## src/rtl/dht_read_scheduler.sv

```systemverilog
// Read scheduler for a DHT-style sensor engine: issues periodic or forced
// requests, validates frames by checksum, and retries failed attempts.
module dht_read_scheduler #(
  parameter int CLK_FREQ   = 12_000_000,
  parameter int PERIOD_MS  = 2000,
  parameter int TIMEOUT_MS = 50,
  parameter int RETRY_MS   = 1100,
  parameter int MAX_RETRY  = 3
) (
  input  logic        clk,
  input  logic        rstn,
  input  logic        force_read,
  output logic        req,
  input  logic        done,
  input  logic [39:0] raw_data,
  output logic [31:0] information,
  output logic        data_valid,
  output logic        new_data,
  output logic        err,
  output logic [1:0]  retry_cnt
);

  localparam int DIV    = CLK_FREQ / 1000;
  localparam int DIV_W  = (DIV > 1) ? $clog2(DIV) : 1;
  localparam int MAX_AB = (PERIOD_MS > TIMEOUT_MS) ? PERIOD_MS : TIMEOUT_MS;
  localparam int MAX_MS = (MAX_AB > RETRY_MS) ? MAX_AB : RETRY_MS;
  localparam int CNT_W  = $clog2(MAX_MS + 1);

  typedef enum logic [2:0] {
    S_IDLE_WAIT,
    S_REQ,
    S_WAIT_DONE,
    S_CHECK,
    S_RETRY_GAP
  } state_t;

  state_t             state_q, state_d;
  logic [DIV_W-1:0]   div_q, div_d;
  logic [CNT_W-1:0]   ms_q, ms_d;
  logic [39:0]        raw_q, raw_d;
  logic [31:0]        info_q, info_d;
  logic               valid_q, valid_d;
  logic               new_data_q, new_data_d;
  logic               err_q, err_d;
  logic [1:0]         retry_q, retry_d;
  logic               tick;
  logic               fail;
  logic [7:0]         sum;

  // Free-running 1 ms tick; only reset realigns its phase.
  assign tick  = (div_q == DIV_W'(DIV - 1));
  assign div_d = tick ? '0 : div_q + 1'b1;

  // 8-bit destination makes the byte sum wrap modulo 256.
  assign sum = raw_q[39:32] + raw_q[31:24] + raw_q[23:16] + raw_q[15:8];

  // NOTE: every signal gets a default before the case so no path leaves one
  // unassigned, which would otherwise infer a latch.
  always_comb begin
    state_d    = state_q;
    ms_d       = ms_q;
    raw_d      = raw_q;
    info_d     = info_q;
    valid_d    = valid_q;
    new_data_d = 1'b0;
    err_d      = err_q;
    retry_d    = retry_q;
    fail       = 1'b0;

    case (state_q)
      S_IDLE_WAIT: begin
        if (force_read || (tick && ms_q == CNT_W'(PERIOD_MS - 1))) begin
          state_d = S_REQ;
          ms_d    = '0;
        end else if (tick) begin
          ms_d = ms_q + 1'b1;
        end
      end
      S_REQ: begin
        ms_d    = '0;
        state_d = S_WAIT_DONE;
      end
      S_WAIT_DONE: begin
        // done takes priority over a coincident timeout expiry
        if (done) begin
          raw_d   = raw_data;
          ms_d    = '0;
          state_d = S_CHECK;
        end else if (tick && ms_q == CNT_W'(TIMEOUT_MS - 1)) begin
          fail = 1'b1;
        end else if (tick) begin
          ms_d = ms_q + 1'b1;
        end
      end
      S_CHECK: begin
        if (sum == raw_q[7:0]) begin
          info_d     = raw_q[39:8];
          valid_d    = 1'b1;
          new_data_d = 1'b1;
          err_d      = 1'b0;
          retry_d    = 2'd0;
          state_d    = S_IDLE_WAIT;
        end else begin
          fail = 1'b1;
        end
      end
      S_RETRY_GAP: begin
        if (tick && ms_q == CNT_W'(RETRY_MS - 1)) begin
          state_d = S_REQ;
          ms_d    = '0;
        end else if (tick) begin
          ms_d = ms_q + 1'b1;
        end
      end
      default: state_d = S_IDLE_WAIT;
    endcase

    if (fail) begin
      ms_d = '0;
      if (retry_q == 2'(MAX_RETRY)) begin
        err_d   = 1'b1;
        retry_d = 2'd0;
        state_d = S_IDLE_WAIT;
      end else begin
        retry_d = retry_q + 2'd1;
        state_d = S_RETRY_GAP;
      end
    end
  end

  // NOTE: non-blocking assignments so every flop sees pre-edge values
  // independent of statement order.
  always_ff @(posedge clk) begin
    if (!rstn) begin
      state_q    <= S_IDLE_WAIT;
      div_q      <= '0;
      ms_q       <= '0;
      raw_q      <= '0;
      info_q     <= '0;
      valid_q    <= 1'b0;
      new_data_q <= 1'b0;
      err_q      <= 1'b0;
      retry_q    <= 2'd0;
    end else begin
      state_q    <= state_d;
      div_q      <= div_d;
      ms_q       <= ms_d;
      raw_q      <= raw_d;
      info_q     <= info_d;
      valid_q    <= valid_d;
      new_data_q <= new_data_d;
      err_q      <= err_d;
      retry_q    <= retry_d;
    end
  end

  assign req         = (state_q == S_REQ);
  assign information = info_q;
  assign data_valid  = valid_q;
  assign new_data    = new_data_q;
  assign err         = err_q;
  assign retry_cnt   = retry_q;

endmodule

```

## config.mk

```make
export PLATFORM = sky130hd
export DESIGN_NAME = dht_read_scheduler
export DESIGN_NICKNAME = d
export VERILOG_FILES = /design/src/rtl/dht_read_scheduler.sv
export SDC_FILE = /design/constraint.sdc
export NUM_CORES = 1
export LEC_CHECK = 0
export CAP_MARGIN = 20
export CORE_MARGIN = 2
export CORE_UTILIZATION = 49
export CTS_CLUSTER_DIAMETER = 150
export DETAILED_ROUTE_END_ITERATION = 16
export PLACE_DENSITY = 0.77
export SYNTH_ARGS = -nofsm -noshare
export SYNTH_HDL_FRONTEND = slang
export SYNTH_SLANG_ARGS = --single-unit
```

## constraint.sdc

```tcl
create_clock -name clk -period 3.1 [get_ports clk]
set_input_delay 0.62 -clock clk [delete_from_list [all_inputs] [get_ports clk]]
set_output_delay 0.62 -clock clk [all_outputs]
set_load 0.01 [all_outputs]
```

# Word level (Yosys, flattened, before mapping)
# Index checks and enable logic that the tools add are counted.
# totals
regBits,105
in_bits,44
out_inout_bits,38
word_cells,73
# classes
add_sub_neg,6
n_eq_ne,15
n_mux,26
bitwise_logic,1
n_reduce_logical,16
# ops
op,n
two-way mux 11 bit,5
case mux 11 bit (4 select lines),1
adder 8 bit,3
"equality test 11 bit, second input constant",2
two-way mux 3 bit,6
"inequality test 3 bit, second input constant",5
case mux 3 bit (5 select lines),1
"adder 14 x 1 -> 14 bit, second input constant",1
"equality test 14 bit, second input constant",1
"adder 11 x 1 -> 11 bit, second input constant",1
"equality test 11 x 6 -> 1 bit, second input constant",1
AND reduction 2 bit,5
equality test 8 bit,1
two-way mux 1 bit,8
two-way mux 2 bit,4
"equality test 3 x 2 -> 1 bit, second input constant",2
AND reduction 4 bit,1
nonzero test 2 bit,2
nonzero test 4 bit,1
OR reduction 2 bit,2
"equality test 3 x 1 -> 1 bit, second input constant",1
"equality test 3 bit, second input constant",1
logical AND 1 bit,3
logical NOT 3 bit,1
5 further kinds,5

# Depth between registers and ports, before layout
# logic_depth
depth_word,8
ltp_mapped,14
mapped_depth_nobuf,12

# Least setup slack after synthesis
# OpenSTA, ideal clock, no wires.
# synth_path
path_kind,flip-flop to flip-flop
from,reg raw_q[9]
to,reg info_q[0] (netlist: information[0])
setup_ns,0.072
t_arrival_ns,3.352
required_ns,3.028
slack_ns,-0.323
stages_incl_launch_ff,15
path_buffers,2
period_less_slack_ns,3.423
cell_sequence,dfxtp_1 -> fa_1 -> inv_1 -> fa_1 -> inv_1 -> ha_1 -> fa_1 -> xor2_1 -> xnor2_1 -> nand4_1 -> nor3_1 -> and4b_1 -> buf_6 -> buf_6 -> mux2i_1
# synth_between
elab_chain_len,3
# synth_lines
item,line,text
"start, declared",40,"logic [39:0] raw_q, raw_d;"
"start signal, assigned",148,raw_q <= raw_d;
adder 8 bit,55,assign sum = raw_q[39:32] + raw_q[31:24] + raw_q[23:16] + raw_q[15:8];
equality test 8 bit,96,if (sum == raw_q[7:0]) begin
AND reduction 2 bit (no line),n/a,
"end signal, assigned",149,info_q <= info_d;
"end, declared",41,"logic [31:0] info_q, info_d;"
# No other way between the ends.
# A chain may end at the register's enable or synchronous reset.

# Worst setup path after layout
# layout_path
from,reg raw_q[25]
to,reg info_q[6] (netlist: information[6])
# layout_between
elab_chain_len,5
# layout_lines
item,line
adder 8 bit (3 in a row),55
equality test 8 bit,96
AND reduction 2 bit (no line),n/a
# No other way between the ends.

==> summary.md <==
| Metric | Value |
|---|---|
| Routed WL | `12800 um` |
| Mux contribution to synthesized area | `0.0613` |
| Min-delay src | `information[28]` |
| Final setup fails | `49` |
| Final RePlAce weighted congestion | `0.858` |
| Clk pin slew, worst setup/hold paths | `~0.12 ns` |
| Vias in the first global route | `between 4k and 5k` |
| Synth top area share | `0.402` |
| VDD IR max | `0.000228 V` |
| LEAKAGE | `2.29 nW` |
| FMAX | `289 MHz` |
| Inserted Clock Buffers | `9` |
| Main combinational cell family by area after synthesis | `simple AND/OR/NAND/NOR gates` |
| Startpoint Class | `flip-flop` |
| Hold WC Path Type | `flip-flop to flip-flop` |
| CTS tree | `built` |
| Seq pwr share | `0.513` |
| CTS sink count | `about 110` |
| FF-to-FF Start | `raw_q[25]` |
| Clock power frac | `0.298` |
| Fin crit share | `1.11` |
| CTS root buf | `clkbuf_8` |
| Remaining global-route overflow | `0` |
| Iteration-0 DRC Markers | `278` |
| Compound-Gate Fraction of Synth Area | `0.128` |
| Slowest stage delay, CP | `between 0.5 and 0.6 ns` |
| Initial antenna violation count | `0` |
| Worst-skew pair later-pin latency | `0.37 ns` |
| Die H | `107 um` |
| CP Class | `flip-flop to flip-flop` |
| Hold worst-path end | `information[28]` |
| CP Depth | `13` |
| NetSw | `0.823 mW` |
| Place WS | `-0.321 ns` |
| Fraction of layout cells with a size suffix above 1 | `0.113` |
| Ys Warns | `0` |
| Switching portion of total power | `0.296` |
| Failing checks | `negative setup slack` |
| Most frequent cell after synthesis | `nand2_1` |
| Slew Viols, Final | `0` |
| Largest net degree at the start of global routing | `82` |
| Post-synth EDFFs | `0` |
| Synthesized area | `0.00523 mm2` |
| # port buffers | `81` |
| Ranking of synthesized cells by area | `dfxtp_1, nand2_1, mux2i_1` |
| Worst Path Buf+Inv | `3` |
| Core area | `about 0.010 mm2` |
| R2R Path End | `information[6]` |
| Post-DRT Antenna Nets | `0` |
| DR vias | `roughly 4.4k` |
| Initial core utilization | `0.506` |
| Pint | `1.96 mW` |
| Yosys reg bits | `about 110` |
| Post-Route Skew | `~0.020 ns` |
| Asr flop ratio synth | `0` |
| Chip width | `107 um` |
| Top cell type by total area after synthesis | `dfxtp_1` |
| Vias per Instance | `5.39` |
| Hold path depth | `2` |
| Synth Area in Simple Gates | `0.228` |
| Worst-path cell chain | `fa_1 > inv_1 > fa_1 > inv_2 > ha_4 > fa_2 > xor2_2 > xnor2_1 > nand4_1 > nor3_2 > and4b_4 > clkbuf_16 > mux2i_1` |
| Row Count | `37` |
| Setup Total Neg Slack | `-13.48 ns` |
| Fin. Hold Viols | `0` |
| Number of remaining DRC errors | `0` |
| CP top delay family | `adder cells` |
| H-tree depth | `3` |
| Unrepaired setup endpoints after global routing | `yes` |
| Worst-path maximum fanout | `12` |
| Worst Slack Setup Final | `-0.355 ns` |
| Syn Nets | `664` |
| Wire per inst | `~16 um` |
| Slowest CP cell | `fa_1` |
| Die area | `0.0115 mm2` |
| Total of max-cap violations | `0` |
| First-pass DRT Iterations | `4` |
| Worst Max-Slew Pin Slew | `0.815 ns` |
| Seq/Total Area, Yosys | `0.402` |
| Cells after synthesis | `595` |
| Total GRT Usage | `0.227` |
| Final net count | `748` |
| Yosys cell types | `57` |
| Xor/xnor cell area share of the yosys netlist | `0.0520` |
| Comb pwr share | `0.189` |
| Period minus WS final | `3.45 ns` |
| CP arrival | `approximately 3.8 ns` |
| P&R area growth vs syn | `27.1%` |
| Post-synth top cells | `nand2_1, dfxtp_1, a21boi_0` |
| Relative slew margins | `0.453` |
| P per Cell Area | `419 mW/mm2` |
| Avg Inst Size Synth | `8.78 um2` |
| Antenna Cells | `0` |
| Detail Placement HPWL | `8700 um` |
| Most numerous cell on the critical path | `fa_1` |
| Critical Path RT | `about 3.4 ns` |
| Worst Setup End Kind | `flip-flop` |
| Primary FF master, synth | `dfxtp_1` |
| Max clock buf depth | `2` |
| Reg2Reg Setup Slack | `-0.35 ns` |
| Reg2Reg Depth | `13` |
| Pwr Total | `2.78 mW` |
| Outcome | `complete, but fails checks` |
| First-pass GRT wire length | `21000 um` |
| Hold_buf cts | `0` |
| Synth Area in Adders | `0.0800` |
| Top Ports | `~80` |
| Post-Route Utilization | `0.643` |
## state kept, by name, summed over array words and instances (netlist names)
signal,count
data_valid,1
retry_cnt,2
err,1
div_q,14
new_data,1
information,32
ms_q,11
raw_q,40
state_q,3
## final cells by class
class	count	area, um2
Multi-Input combinational cell	437	3000
Sequential cell	105	2100
Inverter	17	63.8
Clock buffer	10	128
Timing Repair Buffer	109	1110
Clock inverter	6	65.1
Fill cell	867	3680
Tap cell	136	170
## worst max-delay path by stage
stage / from / endpoint
after CTS: raw_q[25] / information[2]
after floorplan: raw_q[25] / information[0]
after global routing: raw_q[25] / information[30]
after global placement: raw_q[25] / information[7]
final: raw_q[25] / information[6]
after detailed placement: raw_q[25] / information[3]
## cells in the final DEF (no fill, tap or decap), types with 5 or more instances in the layout
master	count
nand2_1	162
dfxtp_1	103
clkdlybuf4s50_1	80
a21boi_0	40
mux2i_1	32
nor2_1	26
xnor2_1	23
buf_4	19
inv_1	15
fa_1	13
nand3_1	12
nor3_1	11
a211oi_2	10
ha_1	10
clkbuf_8	9
and3_1	8
o21ai_1	7
xor2_1	7
a21oi_1	6
nand4_1	5
nand3b_1	5
## stage by stage
step	cells	hold slack, ns	area [um2]
2_1_floorplan	595	0.430	5250
3_5_place_dp	799	0.447	6240
3_3_place_gp	799	0.444	6240
4_1_cts	819	0.469	6580
5_1_grt	820	0.498	6640
6_report	820	0.469	6640
## worst reg2reg max path: cells and delay by family, from the launching register on
kind	cells	cell delay (ns)
fa+ha+maj	4	1.57
simple gates	3	0.66
flops	1	0.35
buf+inv	3	0.32
xor+xnor	2	0.32
mux	1	0.19
## power groups by stage
stage               combinational [mW]  sequential [mW]  clock (mW)
floorplan                        0.301             1.44           0
global placement                 0.441             1.46           0
detailed placement               0.453             1.46           0
CTS                              0.531             1.43       0.850
global route                     0.576             1.43       0.901
finish                           0.525             1.43       0.830
## repair_timing
item,4_1_cts,5_1_grt
endpoints found under the setup margin,49,49
buffers inserted,3,0
pin swaps,14,3
gates resized for setup,23,5
cloned,1,2
## cells by family (layout without fill, tap and decap cells)
logic type	Yosys count	count (layout)
simple gates	259	259
flops	105	105
compound gates	90	90
buf+inv	53	142
mux	32	32
xor+xnor	31	31
fa+ha+maj	25	25
## metal layers
layer	vias to the layer above	part of all wire	GRT usage
met4	0	0.025	0.0714
met5	-	0	0
met2	130	0.49	0.398
met1	2095	0.43	0.279
li1	2164	-	-
met3	30	0.048	0.0448
Power figures use the tool's default switching activity.
==> patch 1, RTL diff (same settings) <==
Change the parameter `TIMEOUT_MS` from 50 to 100.
--- a/src/rtl/dht_read_scheduler.sv
+++ b/src/rtl/dht_read_scheduler.sv
@@ -5,3 +5,3 @@
   parameter int PERIOD_MS  = 2000,
-  parameter int TIMEOUT_MS = 50,
+  parameter int TIMEOUT_MS = 100,
   parameter int RETRY_MS   = 1100,
Formal check against the unedited RTL: same outputs for any inputs over 10 cycles, from zero or initial values and one cycle with rstn low; that may be too few to reach the edited logic, so the function may still have changed.
==> patch 1 against the unedited design <==
Cell area decreased by 2.0%. Sequential cell count unchanged. Largest cell class unchanged. Maximum frequency decreased by 4.6%. Largest power group unchanged. The flow still finishes with violations (negative setup slack). Area after synthesis decreased by 6.6%. Power decreased by 2.9%. Routed wire length decreased by 3.7%. Non-clock buffer count increased by 18. Worst setup slack got worse by 0.17 ns.
==> patch 1: results (changes against the unedited design) <==
[sta]
slew-limit-headroom=0.560  ; was 0.453
setup_viol=50  ; was 49
skew_ns=0.0163  ; was 0.0197 ns
timing.final.ws_setup_ns=-0.522  ; was -0.355 ns
tns_ns=-20.76  ; was -13.48 ns

[power_and_ir_drop]
cellLeakagePower_nw=2.33  ; was 2.29 nW
irDropWorstVdd_mv=0.210  ; was 0.228 mV

[logic_synthesis]
ys_seq_area_frac=0.431  ; was 0.402
synth_xor_area_frac=0.0574  ; was 0.0520
synth_compound_area_frac=0.0999  ; was 0.128
ys_top_cells_by_count=105 x dfxtp_1, 96 x nand2_1, 59 x a21oi_1  ; was 162 x nand2_1, 105 x dfxtp_1, 40 x a21boi_0
synth_nets=631  ; was 664
synth_area_leaders=dfxtp_1 43%, nand2_1 7.4%, mux2i_1 6.6%  ; was dfxtp_1 40%, nand2_1 12%, mux2i_1 6.1%
synth_cell_types=50  ; was 57
muxShareOfSynthArea=0.0656  ; was 0.0613
synthAdderAreaFrac=0.0851  ; was 0.0800
syn_area_per_cell_sq_um=8.67  ; was 8.78 sq um

[layout]
nets=734  ; was 748
area_growth_pct=33.3  ; was 27.1%
fin_cells=804  ; was 820
drive_above_1_share=0.143  ; was 0.113
num-fill-cells=781  ; was 867

[grt]
grt_max_degree=59  ; was 82
grt_util_all_layers=0.220  ; was 0.227
first_global_vias=4140  ; was 4453

[route]
vias=4247  ; was 4419
drt-initial-drc-count=159  ; was 278
drt_pass1_iterations=4  ; unchanged
drt-wirelength-per-cell_um=15.3  ; was 15.6 um

[place]
gp_congestion=0.831  ; was 0.858
dpl.hpwl_um=8310  ; was 8700 um
place_inst=780  ; was 799
placed_area_sq_mm=0.00607  ; was 0.00624 sq mm
place_ws_ns=-0.427  ; was -0.321 ns

[setup_path]
crit_arrival_ns=3.88  ; was 3.76 ns
critPathMaxFanout=9  ; was 12

[outcome]
failed_checks=negative setup slack  ; unchanged
status=finished with violations  ; unchanged

## patch 1: worst paths after layout
kind / startpoint / end / slack (ns) / cells past startpoint
worst min register to register: raw_q[2]$_SDFFE_PN0P_ / raw_q[2]$_SDFFE_PN0P_ / 0.49 / 2
worst max-delay path: raw_q[25]$_SDFFE_PN0P_ / information[27]$_SDFFE_PN0P_ / -0.52 / 15
worst max register to register: raw_q[25]$_SDFFE_PN0P_ / information[27]$_SDFFE_PN0P_ / -0.52 / 15
worst min-delay path: raw_q[2]$_SDFFE_PN0P_ / raw_q[2]$_SDFFE_PN0P_ / 0.49 / 2
## patch 1: area by class of cell
class / instances / area share
Clock buffer: 9 / 0.0190
Inverter: 17 / 0.00980
Sequential cell: 105 / 0.323
Multi-Input combinational cell: 406 / 0.417
Tap cell: 133 / 0.0256
Timing Repair Buffer: 127 / 0.197
Clock inverter: 7 / 0.00807
## patch 1: critical path: stages, from the launching register on
cell	delay, ns
dfxtp_2	0.35
fa_1	0.55
inv_2	0.04
fa_1	0.49
inv_2	0.05
ha_4	0.16
fa_2	0.39
xor2_2	0.16
xnor2_1	0.18
nand4_1	0.13
nor3_2	0.15
and4b_2	0.32
buf_12	0.14
clkbuf_16	0.16
mux2i_1	0.20
nor2_1	0.05
## patch 1: metal layers
layer,up-vias,track usage,part of all wire
met5,-,0,0
met4,0,0.0676,0.012
met3,13,0.0340,0.034
met2,88,0.371,0.50
met1,2039,0.292,0.46
li1,2107,-,-
## patch 1: where the power goes
group | switching (mW) | internal, mW
logic | 0.239 | 0.245
registers | 0.0428 | 1.38
clock network | 0.495 | 0.299
## patch 1: what timing repair did
| item | CTS | global route |
|---|---|---|
| setup endpoints to repair | 50 | 50 |
| gates cloned | 1 | 3 |
| buffers inserted | 2 | 4 |
| gates resized for setup | 9 | 20 |
| pin swaps | 0 | 22 |
==> patch 2, RTL diff (same settings) <==
Made on the original files. The 5 states of `state_t` get a one-hot encoding in 5 bits.
--- a/src/rtl/dht_read_scheduler.sv
+++ b/src/rtl/dht_read_scheduler.sv
@@ -28,8 +28,8 @@
 
-  typedef enum logic [2:0] {
-    S_IDLE_WAIT,
-    S_REQ,
-    S_WAIT_DONE,
-    S_CHECK,
-    S_RETRY_GAP
+  typedef enum logic [4:0] {
+    S_IDLE_WAIT = 5'b00001,
+    S_REQ       = 5'b00010,
+    S_WAIT_DONE = 5'b00100,
+    S_CHECK     = 5'b01000,
+    S_RETRY_GAP = 5'b10000
   } state_t;
Check against the original RTL: no difference found for any inputs over 10 cycles, from zero or initial values and one cycle with rstn low; not proved beyond that.
==> patch 2 against the unedited design <==
The run still ends with negative setup slack left. Synthesized cell count is 10% lower. Critical path depth increased by 3. Routed wire length is 6.7% lower. Cell count fell by 4.0%. Sequential cell count is 2 higher. Sequential share of layout area rose by 0.65 points. First-iteration DRC count down 31%. Maximum frequency decreased by 9.5%. Area after synthesis shrank 3.3%. Worst setup slack worse by 0.36 ns. Worst hold slack got worse by 0.0017 ns. Cell area is 0.21% lower. Count of clock-buffer cells in the layout is 1 lower. Critical path type unchanged.
Power is not compared: it rests on default switching activity, and its combinational part moved more than twofold at a synthesized area within 25%.
==> patch 2: results (changes against the unedited design) <==
[route]
drt-vias-per-instance=5.19  ; was 5.39
drt-wirelength-per-cell_um=15.2  ; was 15.6 um

[logic_synthesis]
synth_cell_types=50  ; was 57
synth_nets=602  ; was 664
ys_top_cells_by_count=107 x dfxtp_1, 94 x nand2_1, 32 x mux2i_1, 32 x nor2b_1, 31 x a21boi_0  ; was 162 x nand2_1, 105 x dfxtp_1, 40 x a21boi_0
ys_seq_area_frac=0.424  ; was 0.402

[setup_path]
critPathMaxFanout=7  ; was 12
crit_arrival_ns=4.08  ; was 3.76 ns
cp-startpoint=raw_q[9]$_SDFFE_PN0P_  ; was raw_q[25]$_SDFFE_PN0P_
crit_end=information[2]$_SDFFE_PN0P_  ; was information[6]$_SDFFE_PN0P_

[min_path]
hold_depth=1  ; was 2
hold_path_end=data_valid$_SDFFE_PN0P_  ; was information[28]$_SDFFE_PN0P_
hp-start=data_valid$_SDFFE_PN0P_  ; was information[28]$_SDFFE_PN0P_

[sta]
timing.final.ws_setup_ns=-0.715  ; was -0.355 ns
skew_ns=0.0140  ; was 0.0197 ns
setup_viol=53  ; was 49
tns_ns=-32.98  ; was -13.48 ns
slew-limit-headroom=0.549  ; was 0.453

[outcome]
failed_checks=negative setup slack  ; unchanged
status=finished with violations  ; unchanged

[layout]
nets=715  ; was 748
drive_above_1_share=0.134  ; was 0.113
num-fill-cells=807  ; was 867

[clock_tree]
cts_resized=12  ; was 23
clk_pin_slew_ns=0.10  ; was 0.12 ns
post_cts_buffers=5  ; was 3

[grt]
first_global_vias=4052  ; was 4453
grt_max_degree=41  ; was 82
grt_util_all_layers=0.219  ; was 0.227
grt_first_pass_wirelength_um=19600  ; was 21000 um

[place]
gp_congestion=0.807  ; was 0.858
dpl.hpwl_um=8030  ; was 8700 um
place_ws_ns=-0.690  ; was -0.321 ns

-- patch 2: cell types whose count changed after synthesis, sizes merged, moves of 7 or more --
cell / delta
nand2: -68
nor2b: +32
xor2: +14
nor3: -11
a211oi: -10
and3: +7
buf: -7
-- patch 2: cells by family (layout without fill, tap and decap cells) --
kind of cell / count (synthesis) / after routing / share of synthesized area
multiplexers: 32 / 32 / 0.0634
XOR/XNOR: 40 / 40 / 0.0694
flip-flops: 107 / 107 / 0.424
AND/OR/NAND/NOR: 222 / 222 / 0.223
buffers and inverters: 39 / 157 / 0.0391
adder cells (fa/ha/maj): 25 / 25 / 0.0827
AO/OA/AOI/OAI: 68 / 68 / 0.0983
-- patch 2: layout make-up --
cell class                      instances  area [sq um]  share of cell area
Multi-Input combinational cell        387          2790               0.420
Sequential cell                       107          2140               0.323
Timing Repair Buffer                  127          1280               0.193
Tap cell                              136           170              0.0257
Clock buffer                            9           124              0.0187
Clock inverter                          7          76.3              0.0115
Inverter                               14          52.6             0.00793
-- patch 2: metrics by stage --
step | utilization | instances | hold slack [ns] | area [sq um]
3_3_place_gp | 0.607 | 760 | 0.446 | 6180
6_report | 0.651 | 787 | 0.467 | 6630
3_5_place_dp | 0.607 | 760 | 0.440 | 6180
4_1_cts | 0.646 | 784 | 0.472 | 6580
5_1_grt | 0.651 | 787 | 0.496 | 6630
2_1_floorplan | - | 533 | 0.430 | 5070
-- patch 2: power by group --
part           internal (mW)  total (mW)  switching, mW
registers               1.38        1.39         0.0120
logic                 0.0926       0.160         0.0670
clock network          0.378       0.868          0.490
total                   1.85        2.42          0.569
-- patch 2: metal layers --
metal  share of wire  track usage  vias to the layer above
met5               0            0                        -
met4           0.022       0.0686                        0
met3           0.043       0.0427                       18
met2            0.49        0.363                      102
met1            0.45        0.288                     1953
li1                -            -                     2012
